`config.mk`:
```
export PLATFORM = sky130hd
export DESIGN_NAME = ex_div_unit
export DESIGN_NICKNAME = d
export VERILOG_FILES = /design/src/rtl/ex_div_unit.sv
export SDC_FILE = /design/constraint.sdc
export NUM_CORES = 1
export LEC_CHECK = 0
export CAP_MARGIN = 30
export CORE_ASPECT_RATIO = 1.75
export CORE_MARGIN = 3
export CORE_UTILIZATION = 40
export CTS_BUF_LIST = sky130_fd_sc_hd__clkbuf_8
export DETAILED_ROUTE_END_ITERATION = 6
export PLACE_DENSITY = 0.71
export SYNTH_ARGS = -nofsm -noshare
export SYNTH_HDL_FRONTEND = slang
export SYNTH_SLANG_ARGS = --single-unit
```
`constraint.sdc`:
```
create_clock -name clk -period 7.31 [get_ports clk]
set_input_delay 1.462 -clock clk [delete_from_list [all_inputs] [get_ports clk]]
set_output_delay 1.462 -clock clk [all_outputs]
set_load 0.05 [all_outputs]
```
`src/rtl/ex_div_unit.sv`:
```
// ex_div_unit: multi-cycle RV32M divider (DIV/DIVU/REM/REMU), radix-2 restoring.
// Ports: clk, rstn (sync, active-high), start_i/op_i/dividend_i/divisor_i/rd_addr_i
//   request; cancel_i abort; hold_flag_o stall request; ready_o/rd_we_o one-cycle
//   pulse with result_o and rd_addr_o.
module ex_div_unit #(
    parameter int DATA_W     = 32,
    parameter int REG_ADDR_W = 5
) (
    input  logic                  clk,
    input  logic                  rstn,
    input  logic                  start_i,
    input  logic [1:0]            op_i,
    input  logic [DATA_W-1:0]     dividend_i,
    input  logic [DATA_W-1:0]     divisor_i,
    input  logic [REG_ADDR_W-1:0] rd_addr_i,
    input  logic                  cancel_i,
    output logic                  hold_flag_o,
    output logic                  ready_o,
    output logic [DATA_W-1:0]     result_o,
    output logic [REG_ADDR_W-1:0] rd_addr_o,
    output logic                  rd_we_o
);

    localparam int CW = $clog2(DATA_W);
    localparam logic [CW-1:0] LAST = CW'(DATA_W - 1);
    localparam logic [DATA_W-1:0] MIN = {1'b1, {(DATA_W-1){1'b0}}};

    typedef enum logic [1:0] {IDLE, CALC, FIX, DONE} state_t;

    state_t                state;
    logic [CW-1:0]         cnt;
    logic                  sel_rem_q;
    logic                  neg_q_q;
    logic                  neg_r_q;
    logic [DATA_W-1:0]     dvs_q;
    logic [DATA_W-1:0]     rem_q;
    logic [DATA_W-1:0]     quo_q;
    logic [DATA_W-1:0]     result_q;
    logic [REG_ADDR_W-1:0] rd_q;
    logic [REG_ADDR_W-1:0] rd_out_q;

    logic              accept;
    logic              is_sgn;
    logic              a_neg;
    logic              b_neg;
    logic [DATA_W-1:0] a_abs;
    logic [DATA_W-1:0] b_abs;
    logic              div_zero;
    logic              ovf;
    logic [DATA_W-1:0] spec_res;
    logic [DATA_W:0]   shifted;
    logic [DATA_W:0]   trial;
    logic [DATA_W-1:0] q_fix;
    logic [DATA_W-1:0] r_fix;

    always_comb begin
        accept   = (state == IDLE) && start_i && !cancel_i;
        is_sgn   = !op_i[0];
        a_neg    = is_sgn && dividend_i[DATA_W-1];
        b_neg    = is_sgn && divisor_i[DATA_W-1];
        // |MIN| wraps back to MIN, which is correct read as unsigned
        a_abs    = a_neg ? -dividend_i : dividend_i;
        b_abs    = b_neg ? -divisor_i : divisor_i;
        div_zero = (divisor_i == '0);
        ovf      = is_sgn && (dividend_i == MIN) && (divisor_i == '1);
        if (div_zero)
            spec_res = op_i[1] ? dividend_i : '1;
        else
            spec_res = op_i[1] ? '0 : MIN;
        // one extra bit so the trial subtract sign shows a borrow
        shifted  = {rem_q, quo_q[DATA_W-1]};
        trial    = shifted - {1'b0, dvs_q};
        q_fix    = neg_q_q ? -quo_q : quo_q;
        r_fix    = neg_r_q ? -rem_q : rem_q;
    end

    always_ff @(posedge clk) begin
        if (rstn) begin
            state     <= IDLE;
            cnt       <= '0;
            sel_rem_q <= 1'b0;
            neg_q_q   <= 1'b0;
            neg_r_q   <= 1'b0;
            dvs_q     <= '0;
            rem_q     <= '0;
            quo_q     <= '0;
            result_q  <= '0;
            rd_q      <= '0;
            rd_out_q  <= '0;
        end else begin
            unique case (state)
                IDLE: begin
                    if (accept) begin
                        sel_rem_q <= op_i[1];
                        neg_q_q   <= a_neg ^ b_neg;
                        neg_r_q   <= a_neg;
                        rd_q      <= rd_addr_i;
                        dvs_q     <= b_abs;
                        cnt       <= '0;
                        if (div_zero || ovf) begin
                            result_q <= spec_res;
                            rd_out_q <= rd_addr_i;
                            state    <= DONE;
                        end else begin
                            rem_q <= '0;
                            quo_q <= a_abs;
                            state <= CALC;
                        end
                    end
                end
                CALC: begin
                    if (cancel_i) begin
                        state <= IDLE;
                    end else begin
                        if (!trial[DATA_W]) begin
                            rem_q <= trial[DATA_W-1:0];
                            quo_q <= {quo_q[DATA_W-2:0], 1'b1};
                        end else begin
                            rem_q <= shifted[DATA_W-1:0];
                            quo_q <= {quo_q[DATA_W-2:0], 1'b0};
                        end
                        cnt <= cnt + 1'b1;
                        if (cnt == LAST)
                            state <= FIX;
                    end
                end
                FIX: begin
                    if (cancel_i) begin
                        state <= IDLE;
                    end else begin
                        result_q <= sel_rem_q ? r_fix : q_fix;
                        rd_out_q <= rd_q;
                        state    <= DONE;
                    end
                end
                DONE: begin
                    state <= IDLE;
                end
                default: begin
                    state <= IDLE;
                end
            endcase
        end
    end

    assign hold_flag_o = accept || (state == CALC) || (state == FIX);
    assign ready_o     = (state == DONE);
    assign rd_we_o     = (state == DONE);
    assign result_o    = result_q;
    assign rd_addr_o   = rd_out_q;

endmodule

```
After elaboration in Yosys (flattened, before gate mapping)
Cells that the tools add are included.

word-level totals
  bits in registers = 148
  word-level logic and storage cells = 85
  input bits = 75
  output and inout bits = 40

cells by class
  reductions and logical operators = 20
  bitwise operators = 1
  multiplexer cells = 35
  $add $sub $neg = 6
  equal/unequal tests = 12

operators by type and width
  cell                                                 number
  2-to-1 mux 32 bit                                    18
  one-hot mux 32 bit (2 select lines)                  3
  negator 32 bit                                       4
  equality test 32 bit, second input constant          2
  subtractor 33 x 32 -> 33 bit                         1
  zero test 32 bit                                     1
  2-to-1 mux 5 bit                                     5
  one-hot mux 5 bit (2 select lines)                   2
  2-to-1 mux 2 bit                                     5
  inequality test 2 bit, second input constant         4
  one-hot mux 2 bit (4 select lines)                   1
  AND reduction 4 bit                                  2
  logical AND 1 bit                                    6
  adder 5 x 1 -> 5 bit, second input constant          1
  equality test 5 bit, second input constant           1
  equality test 2 bit, second input constant           2
  AND reduction 2 bit                                  2
  nonzero test 2 bit                                   2
  logical OR 1 bit                                     3
  inequality test 3 bit, second input constant         1
  AND reduction 3 bit                                  1
  equality test 2 x 1 -> 1 bit, second input constant  1
  zero test 1 bit                                      2
  zero test 2 bit                                      1
  3 further kinds                                      3

Logic depth before layout (Yosys ltp)
  depth after elaboration = 7
  depth in mapped cells = 14
  gate-level depth less buffers = 12

Least setup slack after synthesis
Ideal clock, no wire load.

  kind = input to output
  start = input port cancel_i
  end = output port hold_flag_o
  arrival = 2.758 ns
  buffers on the path = 2
  required time = 5.848 ns
  slack = 3.090 ns
  cell stages on the path = 5
  path through = clkbuf_1 -> nor2_1 -> nand3b_1 -> clkbuf_1 -> nand3_1

between the ends
  longest elaborated chain between the ends = 4

ends and longest elaborated chain
  what                            line  text
  start, declared                 16    input logic cancel_i,
  zero test 1 bit                 57    accept = (state == IDLE) && start_i && !cancel_i;
  logical AND 1 bit               57
  logical OR 1 bit (2 in series)  146   assign hold_flag_o = accept || (state == CALC) || (state == FIX);
  end, declared                   17    output logic hold_flag_o,

Every way passes these cells.

Worst setup path after layout
Ends and elaborated chain as after synthesis.

==> results.json <==
{
  "n_antenna_cell": 0,
  "tightest_slew_ps": 1015,
  "cts_inserted_buffers": 17,
  "clockRootBuffer": "clkbuf_8",
  "synth_mux_area_frac": 0.02804,
  "ant_nets": 0,
  "synth_compound_area_frac": 0.2657,
  "cp_max_fo": 17,
  "timing.fmax_mhz": 180.0,
  "period_share": 0.7601,
  "final_nets": 1668,
  "ys.flop_type": "dfxtp_1",
  "finalSetupViolations": 0,
  "drc_errors": 0,
  "initial_core_util": 0.4065,
  "io_buffer_count": 114,
  "seq_area_um2": 2963,
  "track_usage": 0.2396,
  "worstSetupPathType": "in -> out",
  "multi_input_area_um2": 7531,
  "grt_max_degree": 75,
  "routed_wl_um": 36270,
  "fill_cells": 2675,
  "cts_tree": "yes",
  "ir_drop_mv": 0.1138,
  "rsz0062_at_grt": "false",
  "synth-edff-count": 0,
  "vias": 11350,
  "avgSynthCellArea_um2": 7.421,
  "grt_pass1_vias": 10980,
  "cts.sinks": 148,
  "ctsHoldBuffers": 0,
  "ys_seq_elements": 148,
  "end_kind": "output port",
  "cts_resized": 0,
  "fin_util": 0.4700,
  "finClkSkew_ps": 12.84,
  "report.final.slew_viol_count": 0,
  "syn2layout_area_growth_pct": 15.60,
  "hold_violations": 0,
  "holdCritPathClass": "reg -> reg",
  "power_density_nw_per_um2": 151.2,
  "synth_fa_ha_area_frac": 0.04573,
  "htree_levels": 4,
  "post-place-cells": 1902,
  "ys_warn_count": 0,
  "cp.required_ps": 5850,
  "startpoint_type": "input pin",
  "routedWlPerCell_um": 18.75,
  "arrival_ps": 4090,
  "synthTopCellsByArea": "dfxtp_1 (27%), nand2_1 (6.1%), xnor2_1 (5.8%)",
  "grt_pass1_wl_um": 57610,
  "cts_buffer_depth": 2,
  "gp_congestion": 0.9533,
  "yosysSeqAreaShare": 0.2667,
  "slew_headroom": 0.3227,
  "fin_crit_ps": 5556,
  "io_pins": 115,
  "synth_top_family_by_area": "compound AO/OA/AOI/OAI gates",
  "yosys.area_share.simple": 0.2299,
  "leakagePower_nw": 4.583,
  "drt_first_pass_iters": 6,
  "cap_violations": 0,
  "synth_top_area_share": 0.2667,
  "clkLatencyLatePin_ps": 510,
  "fp.dieH_um": 226.5,
  "cts_setup_buffers": 0,
  "status": "completed",
  "hpwlAfterDp_um": 27490,
  "rows": 80,
  "clkTransAtPathRegs_ps": 100,
  "synth.distinct_cells": 74,
  "die_area_um2": 29890,
  "synth_fp_nets": 1612,
  "initialDrtViolationCount": 971,
  "routed_via_density": 5.867,
  "final_cells": 1935,
  "drive_gt1_frac": 0.05300,
  "die_w_um": 132.0,
  "core_um2": 27330,
  "grt_overflow": 0,
  "fin_tns_setup_ps": 0,
  "synthXorXnorAreaFrac": 0.1064,
  "netlist_instances": 1497,
  "ys_async_sr_fraction": 0,
  "syn-cell-area_um2": 11110,
  "grt_antenna_before_repair": 0,
  "yosys.area.top_type": "dfxtp_1",
  "hold_ws_ps": 460.9
}
-- worst max-delay path: stages --
cell,delay (ps)
clkdlybuf4s50_1,600
nor2_1,280
nand3b_1,560
nand3_1,330
clkdlybuf4s50_1,850
-- synthesized netlist by cell type (32+ instances only) --
library cell,n
nand2_1,182
dfxtp_1,148
nor2_1,140
a21oi_1,122
o21ai_0,114
xnor2_1,74
clkbuf_1,65
inv_1,61
xor2_1,61
a211oi_1,44
nor3_1,42
ha_1,39
o211ai_1,37
nand2b_1,32
-- flip-flops by register name (all words and copies together) (netlist names) --
signal,flops
state,2
rd_q,5
neg_r_q,1
cnt,5
rd_addr_o,5
neg_q_q,1
result_o,32
sel_rem_q,1
quo_q,32
dvs_q,32
rem_q,32
-- worst paths after layout --
check / startpoint / endpoint / slack, ps / cells past startpoint
min reg2reg: rd_q[3]$_SDFFE_PP0P_ / rd_q[3]$_SDFFE_PP0P_ / 460 / 2
max reg2reg: quo_q[31]$_SDFFE_PP0P_ / rem_q[3]$_SDFFE_PP0P_ / 3570 / 13
max: cancel_i / hold_flag_o / 1750 / 5
min: rd_q[3]$_SDFFE_PP0P_ / rd_q[3]$_SDFFE_PP0P_ / 460 / 2
-- area by class of cell --
type | instances | area share
clock inverters | 14 | 0.01023
inverters | 61 | 0.01783
repair buffers | 133 | 0.09957
multi-input cells | 1192 | 0.5864
clock buffers | 18 | 0.01929
flip-flops and latches | 148 | 0.2307
well taps | 369 | 0.03595
-- report_power, final --
part	switching, W	internal, W
combinational	0.000255	0.000180
clock	0.000379	0.000260
sequential	0.0000357	0.000832
-- placed cells by master (no fill, tap or decap), types with 4 or more instances in the layout --
cell,Yosys,layout
nand3_1,21,21
and3_1,8,8
a211oi_1,44,44
o21a_1,6,6
a21o_1,10,10
mux2i_1,30,30
a221oi_1,4,4
and2_1,6,6
nor3_1,42,41
inv_6,0,5
nor2_1,140,140
o221ai_1,7,7
inv_1,61,61
nand2_1,182,182
o211ai_1,37,37
a21oi_1,122,122
buf_4,3,19
nand3b_1,11,11
o21bai_1,5,5
nand4_1,16,16
o21ai_0,114,114
o22ai_1,6,6
clkbuf_8,0,18
nor4_1,14,14
a31oi_1,9,9
xor2_1,61,61
dfxtp_1,148,148
or3_1,21,21
nand2b_1,32,31
o41ai_1,13,13
inv_8,0,5
or4_1,11,11
xnor2_1,74,74
clkdlybuf4s50_1,0,113
nor2b_1,13,13
a311oi_2,9,9
ha_1,39,39
o31ai_1,20,20
a311oi_1,14,14
-- logic make-up (layout without fill, tap and decap cells) --
| kind of cell | after synthesis | count (layout) |
|---|---|---|
| buf+inv | 157 | 226 |
| compound gates | 452 | 452 |
| xor+xnor | 135 | 135 |
| fa+ha+maj | 40 | 40 |
| simple gates | 534 | 534 |
| flops | 148 | 148 |
| mux | 31 | 31 |
-- stage by stage --
step | instance area, um2 | setup slack (ps) | power, W
final | 12840 | 1754 | 0.001942
after global routing | 12840 | 1588 | 0.002030
after CTS | 12840 | 1737 | 0.001948
after detailed placement | 12460 | 1748 | 0.001314
after global placement | 12440 | 1785 | 0.001308
after floorplan | 11110 | 3090 | 0.001167
-- routing by layer --
layer | GRT usage | vias up | routed length, um
met4 | 0.1777 | 0 | 2832
met5 | 0 | - | 0
met2 | 0.4468 | 381 | 18980
li1 | - | 5498 | -
met1 | 0.2399 | 5353 | 12970
met3 | 0.03486 | 121 | 1494
No activity file was read; power rests on OpenSTA's default activity.
